## src/rtl/countdown_timer.sv

```systemverilog
// Loadable down counter: one-shot delay or periodic tick with a registered terminal-count pulse.
// The active-low asynchronous reset clears everything; a load restarts the count from load_val.
module countdown_timer #(
  parameter int WIDTH = 4
) (
  input  logic             i_clk,
  input  logic             i_rst_n,
  input  logic             i_load,
  input  logic [WIDTH-1:0] i_load_val,
  input  logic             i_en,
  input  logic             i_auto_reload,
  output logic [WIDTH-1:0] o_count,
  output logic             o_busy,
  output logic             o_expired,
  output logic             o_tc
);

  typedef enum logic [1:0] {IDLE = 2'd0, RUN = 2'd1, EXPIRED = 2'd2} state_t;

  state_t           r_state, w_state;
  logic [WIDTH-1:0] r_count, w_count;
  logic [WIDTH-1:0] r_reload, w_reload;
  logic             r_expired, w_expired;
  logic             r_tc, w_tc;

  always_ff @(posedge i_clk or negedge i_rst_n) begin
    if (!i_rst_n) begin
      r_state   <= IDLE;
      r_count   <= '0;
      r_reload  <= '0;
      r_expired <= 1'b0;
      r_tc      <= 1'b0;
    end else begin
      r_state   <= w_state;
      r_count   <= w_count;
      r_reload  <= w_reload;
      r_expired <= w_expired;
      r_tc      <= w_tc;
    end
  end

  always_comb begin
    w_state   = r_state;
    w_count   = r_count;
    w_reload  = r_reload;
    w_expired = r_expired;
    w_tc      = 1'b0;
    if (i_load) begin
      w_reload  = i_load_val;
      w_count   = i_load_val;
      w_expired = 1'b0;
      w_state   = (i_load_val != '0) ? RUN : IDLE;
    end else begin
      case (r_state)
        RUN: begin
          if (i_en) begin
            // Decrement happens only from 2 or more, so the counter never wraps.
            if (r_count > WIDTH'(1)) begin
              w_count = r_count - WIDTH'(1);
            end else begin
              w_tc = 1'b1;
              if (i_auto_reload) begin
                w_count = r_reload;
              end else begin
                w_count   = '0;
                w_state   = EXPIRED;
                w_expired = 1'b1;
              end
            end
          end
        end
        default: ;
      endcase
    end
  end

  assign o_count   = r_count;
  assign o_busy    = (r_state == RUN);
  assign o_expired = r_expired;
  assign o_tc      = r_tc;

endmodule

```

## config.mk

```make
export PLATFORM = sky130hd
export DESIGN_NAME = countdown_timer
export DESIGN_NICKNAME = d
export VERILOG_FILES = /design/src/rtl/countdown_timer.sv
export SDC_FILE = /design/constraint.sdc
export NUM_CORES = 1
export LEC_CHECK = 0
export ABC_AREA = 1
export CELL_PAD_IN_SITES_DETAIL_PLACEMENT = 0
export CELL_PAD_IN_SITES_GLOBAL_PLACEMENT = 1
export CORE_MARGIN = 2
export CORE_UTILIZATION = 33
export CTS_CLUSTER_SIZE = 8
export DETAILED_ROUTE_END_ITERATION = 8
export GPL_TIMING_DRIVEN = 0
export PLACE_DENSITY = 0.76
export SETUP_SLACK_MARGIN = 0.15
export SYNTH_ARGS = -nofsm -noshare
export SYNTH_HDL_FRONTEND = slang
export SYNTH_SLANG_ARGS = --single-unit
```

## constraint.sdc

```tcl
create_clock -name i_clk -period 1.3 [get_ports i_clk]
set_input_delay 0.195 -clock i_clk [delete_from_list [all_inputs] [get_ports i_clk]]
set_output_delay 0.195 -clock i_clk [all_outputs]
set_load 0.02 [all_outputs]
```

# Yosys cells after proc, flatten, opt, wreduce, memory -nomap -nowiden
# Index checks and enable logic that the tools add are counted.
[word_totals] word_cells=35 latch_bits=0 reg_bits=12 ram_bits=0 mem_count=0 mem_bits_ro=0 output_inout_bits=7 inputBits=9
[op_classes] bitwise=0 order_cmp=1 mux=20 reduce_logical=5 mul=0 div_mod_pow=0 addsub=1 n_eq_ne=3 n_shift=0
[ops] cell="4-bit two-way mux" count=5
[ops] cell="1-bit two-way mux" count=10
[ops] cell="2-bit two-way mux" count=5
[ops] cell="4-bit by 1-bit greater-than comparator with 1-bit output, second input constant" count=1
[ops] cell="2-bit inequality test, second input constant" count=2
[ops] cell="4-bit AND reduction" count=1
[ops] cell="2-bit nonzero test" count=2
[ops] cell="4-bit nonzero test" count=1
[ops] cell="4-bit by 1-bit subtractor with 4-bit output, second input constant" count=1
[ops] cell="2-bit by 1-bit == test with 1-bit output, second input constant" count=1
[ops] cell="2-bit AND reduction" count=1

# Depth between registers and ports, before layout
[logic_depth] ltp_word=5 depth_mapped=9 depth_no_buf=9

# Least setup slack after synthesis
# Ideal clock, no wire load.
[synth_timing] path_type="reg2reg" start="reg r_count[0], in the netlist o_count[0]" end="reg r_count[2], in the netlist o_count[2]" setup_ns=0.065 slack_ns=-0.046 required_ns=1.235 t_arrival_ns=1.281 synth_period_minus_slack_ns=1.346 stages_incl_launch_ff=10 path_buffers=0 path_cell_list="dfrtp_1 inv_1 ha_1 inv_1 nand2_2 nand2_2 o21ai_0 o21ai_1 nand2_1 nand2_1"
[synth_between] elab_chain_len=5 word_cells_on_any_way=6 classes_between="add/sub: 1; order compare: 1; mux: 4"
[synth_rtl] item="start: declaration" line="21" text="logic [WIDTH-1:0] r_count, w_count;"
[synth_rtl] item="start signal: assignment" line="35" text="r_count <= w_count;"
[synth_rtl] item="4-bit by 1-bit subtractor with 4-bit output / 4-bit by 1-bit greater-than comparator with 1-bit output (equally long branches)" line="59, 58"
[synth_rtl] item="4-bit two-way mux (*)" line="58" text="if (r_count > WIDTH'(1)) begin"
[synth_rtl] item="4-bit two-way mux (*)" line="56" text="if (i_en) begin"
[synth_rtl] item="4-bit two-way mux (*)" line="54" text="case (r_state)"
[synth_rtl] item="4-bit two-way mux (*)" line="48" text="if (i_load) begin"
# Mark *: on every way between the ends. The rest lies on a longest branch, timed or not. The select of a mux whose other input is x is not followed.
# A chain may end at the register's enable or synchronous reset.

# Worst setup path after layout
[layout_timing] start="reg r_count[0], in the netlist o_count[0]" end="reg r_state[0]"
[layout_between] elab_chain_len=3
[layout_rtl] item="4-bit by 1-bit greater-than comparator with 1-bit output" line="58"
[layout_rtl] item="2-bit inequality test (no line)"
[layout_rtl] item="4-bit AND reduction (no line)"
[layout_rtl] item="end signal: assignment" line="34" text="r_state <= w_state;"
[layout_rtl] item="end: declaration" line="20" text="state_t r_state, w_state;"
# Every way passes these cells.

==> flow_summary.yaml <==
clocking:
  cts_buffer_depth: 2
  path_clk_slew_ns: 0.08
  clock_latency_ns: 0.27
  tritoncts: "yes"
  cts_sinks: 11
  root_buffer: "clkbuf_4"
  cts_buffers: 3
  htreeDepth: 1
  postCtsHoldBufs: 0
sta:
  worst_pin_slew_ns: 0.494
  finalSetupTns_ns: 0
  slew_headroom_pct: 66.9
  final-setup-viol-count: 0
  period_share_pct: 94.8
  rsz0062_at_grt: "true"
  hold_ws_ns: 0.256
  period_minus_slack_ns: 1.23
  final-hold-violation-count: 0
  max_freq_ghz: 0.811
  slew_violations: 0
  fin_ws_ns: 0.0671
  fin_skew_ns: 0.00869
synth:
  avgSynthCellArea_um2: 7.61
  synth_fp_nets: 96
  syn-cell-area_um2: 647
  yosysSeqAreaShare_pct: 42.6
  synth_seq_cells: 11
  yosysWarnings: 0
  synth_cells: 85
  ys_types: 20
place:
  hpwl_um: 1070
  placed_cell_area_um2: 848
  portBuffers: 15
  place_ws_ns: -0.0971
  globalplace.congestion: 0.786
worst_setup_path:
  critPathBufInv: 2
  r2r_slack_ns: 0.07
  cp_top_family: "flip-flops"
  crit_slowest_cell: "dfrtp_2"
  critPathRequiredTime_ns: 1.46
  cpPeakStageDelay_ns: 0.45
  cp-end-kind: "register"
  cp_cell_sequence: "inv_2 -> ha_4 -> inv_2 -> nand2_4 -> nand2_4 -> nor2_4 -> nand2_2 -> nand3_2 -> nand2_1"
  worstPathArrival_ns: 1.39
  critPathKind: "reg -> reg"
  start_kind: "register"
  path_max_fanout: 5
drt:
  wl_um: 1380
  avgViaCountPerCell: 4.38
  postRouteAntennaNets: 0
  vias: 591
  route.detailed.drc: 0
  wl_per_cell_um: 10.2
  drtPass1Iterations: 4
  drt_iter0_drc: 7
grt:
  grt_max_degree: 12
  antenna_found_initial: 0
  track_usage_pct: 14.2
  grt_pass1_wl_um: 2180
  overflow: 0
  grt_pass1_vias: 490
floorplanning:
  dieHeight_um: 48.3
  rows: 16
  die_w_um: 48.3
  start_util_pct: 34.0
  die_area_um2: 2330
  coreArea_um2: 1900
  ioPinCount: 16
pwr:
  p_int_uw: 668
  seq_power_share_pct: 40.2
  power_frac_comb_pct: 37.6
  p_clk_share_pct: 22.2
  power_density_nw_per_um2: 1130
  p_switching_uw: 380
  leakagePower_uw: 0.000453
  vdd_ir_drop_max_mv: 0.493
  switching_share_pct: 36.3
layout:
  final_area_um2: 931
  antenna_cells: 0
  syn_to_final_growth_pct: 43.9
  nets: 120
  post-route-util_pct: 48.9
  drive_gt1_share_pct: 38.9
worst_hold_path:
  hp-class: "in -> async"
flow_run:
  drv_cap: 0
outcome:
  status: "complete, no violations"
==> what timing repair did <==
| item | 4_1_cts | 5_1_grt |
|---|---|---|
| resized for setup | 35 | 8 |
| setup endpoints to repair | 13 | 11 |
| gates cloned | 0 | 0 |
| hold endpoints to repair | 0 | 0 |
| setup buffers | 3 | 1 |
| pin swaps | 6 | 1 |
==> per-stage QoR <==
stage | power [uW] | std cells
final | 1050 | 135
after detailed placement | 780 | 127
after global placement | 780 | 127
after CTS | 1060 | 134
after global routing | 1130 | 135
after floorplan | 646 | 85
==> placed cells by master (no fill, tap or decap) <==
| master | count |
|---|---|
| nand2_1 | 16 |
| clkbuf_2 | 1 |
| a21oi_2 | 1 |
| inv_2 | 7 |
| clkbuf_4 | 3 |
| buf_2 | 4 |
| nand3_1 | 4 |
| a21oi_1 | 2 |
| nor2_4 | 2 |
| nand2_2 | 3 |
| nand2_4 | 2 |
| dfrtp_1 | 8 |
| clkdlybuf4s50_1 | 8 |
| nor3_2 | 1 |
| buf_4 | 4 |
| or3_1 | 1 |
| nand3_2 | 3 |
| nor2_1 | 6 |
| dfrtp_2 | 3 |
| buf_6 | 2 |
| ha_4 | 2 |
| nand4_1 | 2 |
| o21ai_1 | 2 |
| o21ai_2 | 1 |
| o21ai_0 | 5 |
| clkdlybuf4s15_1 | 1 |
| nor2_2 | 2 |
| inv_4 | 1 |
| nand3b_1 | 1 |
| clkbuf_1 | 1 |
| inv_1 | 9 |
==> state kept, by name, indices dropped and copies added, names as in the netlist <==
name / count
r_reload: 4
o_tc: 1
o_count: 4
r_state: 2
==> area by class of cell <==
| cell class | count | area, um2 |
|---|---|---|
| fillers | 202 | 971 |
| repair buffers | 19 | 156 |
| well taps | 27 | 33.8 |
| plain buffers | 1 | 11.3 |
| multi-input cells | 56 | 358 |
| clock buffers | 4 | 26.3 |
| flip-flops and latches | 11 | 279 |
| inverters | 17 | 66.3 |
==> layer usage <==
layer  global-route usage, %  wire, um  part of all wire, %
met4                    8.11        19                  1.4
met2                    21.1       661                   48
met5                       0         0                    0
met1                    18.7       656                   48
met3                    3.33        38                  2.8
==> cell families (layout without fill, tap and decap cells) <==
| kind of cell | after synthesis | after routing | share of synthesized area (%) |
|---|---|---|---|
| AND/OR/NAND/NOR | 43 | 43 | 32.9 |
| buffers and inverters | 18 | 41 | 11.6 |
| AO/OA/AOI/OAI | 11 | 11 | 9.09 |
| flip-flops | 11 | 11 | 42.6 |
| adder cells (fa/ha/maj) | 2 | 2 | 3.87 |
==> final timing paths <==
check / start / endpoint / cells after the start
min: i_rst_n / r_reload[0] / 1
max reg2reg: o_count[0] / r_state[0] / 9
min in group i_clk: r_reload[3] / r_reload[3] / 2
max in group asynchronous: i_rst_n / o_count[3] / 1
min reg2reg: r_reload[3] / r_reload[3] / 2
max: o_count[0] / r_state[0] / 9
==> synth_stat cells (all sizes together) <==
master / n / area (um2)
nand2: 21 / 86.3
inv: 17 / 63.8
dfrtp: 11 / 275
nor2: 10 / 50.1
o21ai: 8 / 40.0
nand3: 7 / 45.0
a21oi: 3 / 18.8
ha: 2 / 25.0
nand4: 2 / 12.5
buf: 1 / 11.3
nand3b: 1 / 7.51
nor3: 1 / 5.00
or3: 1 / 6.26
==> power groups by stage <==
stage | Combinational [uW] | Clock [uW] | Sequential (uW)
global route | 442 | 261 | 428
floorplan | 193 | 0 | 453
finish | 394 | 233 | 421
CTS | 396 | 238 | 422
detailed placement | 355 | 0 | 426
global placement | 355 | 0 | 425
No activity file was read; power rests on OpenSTA's default activity.
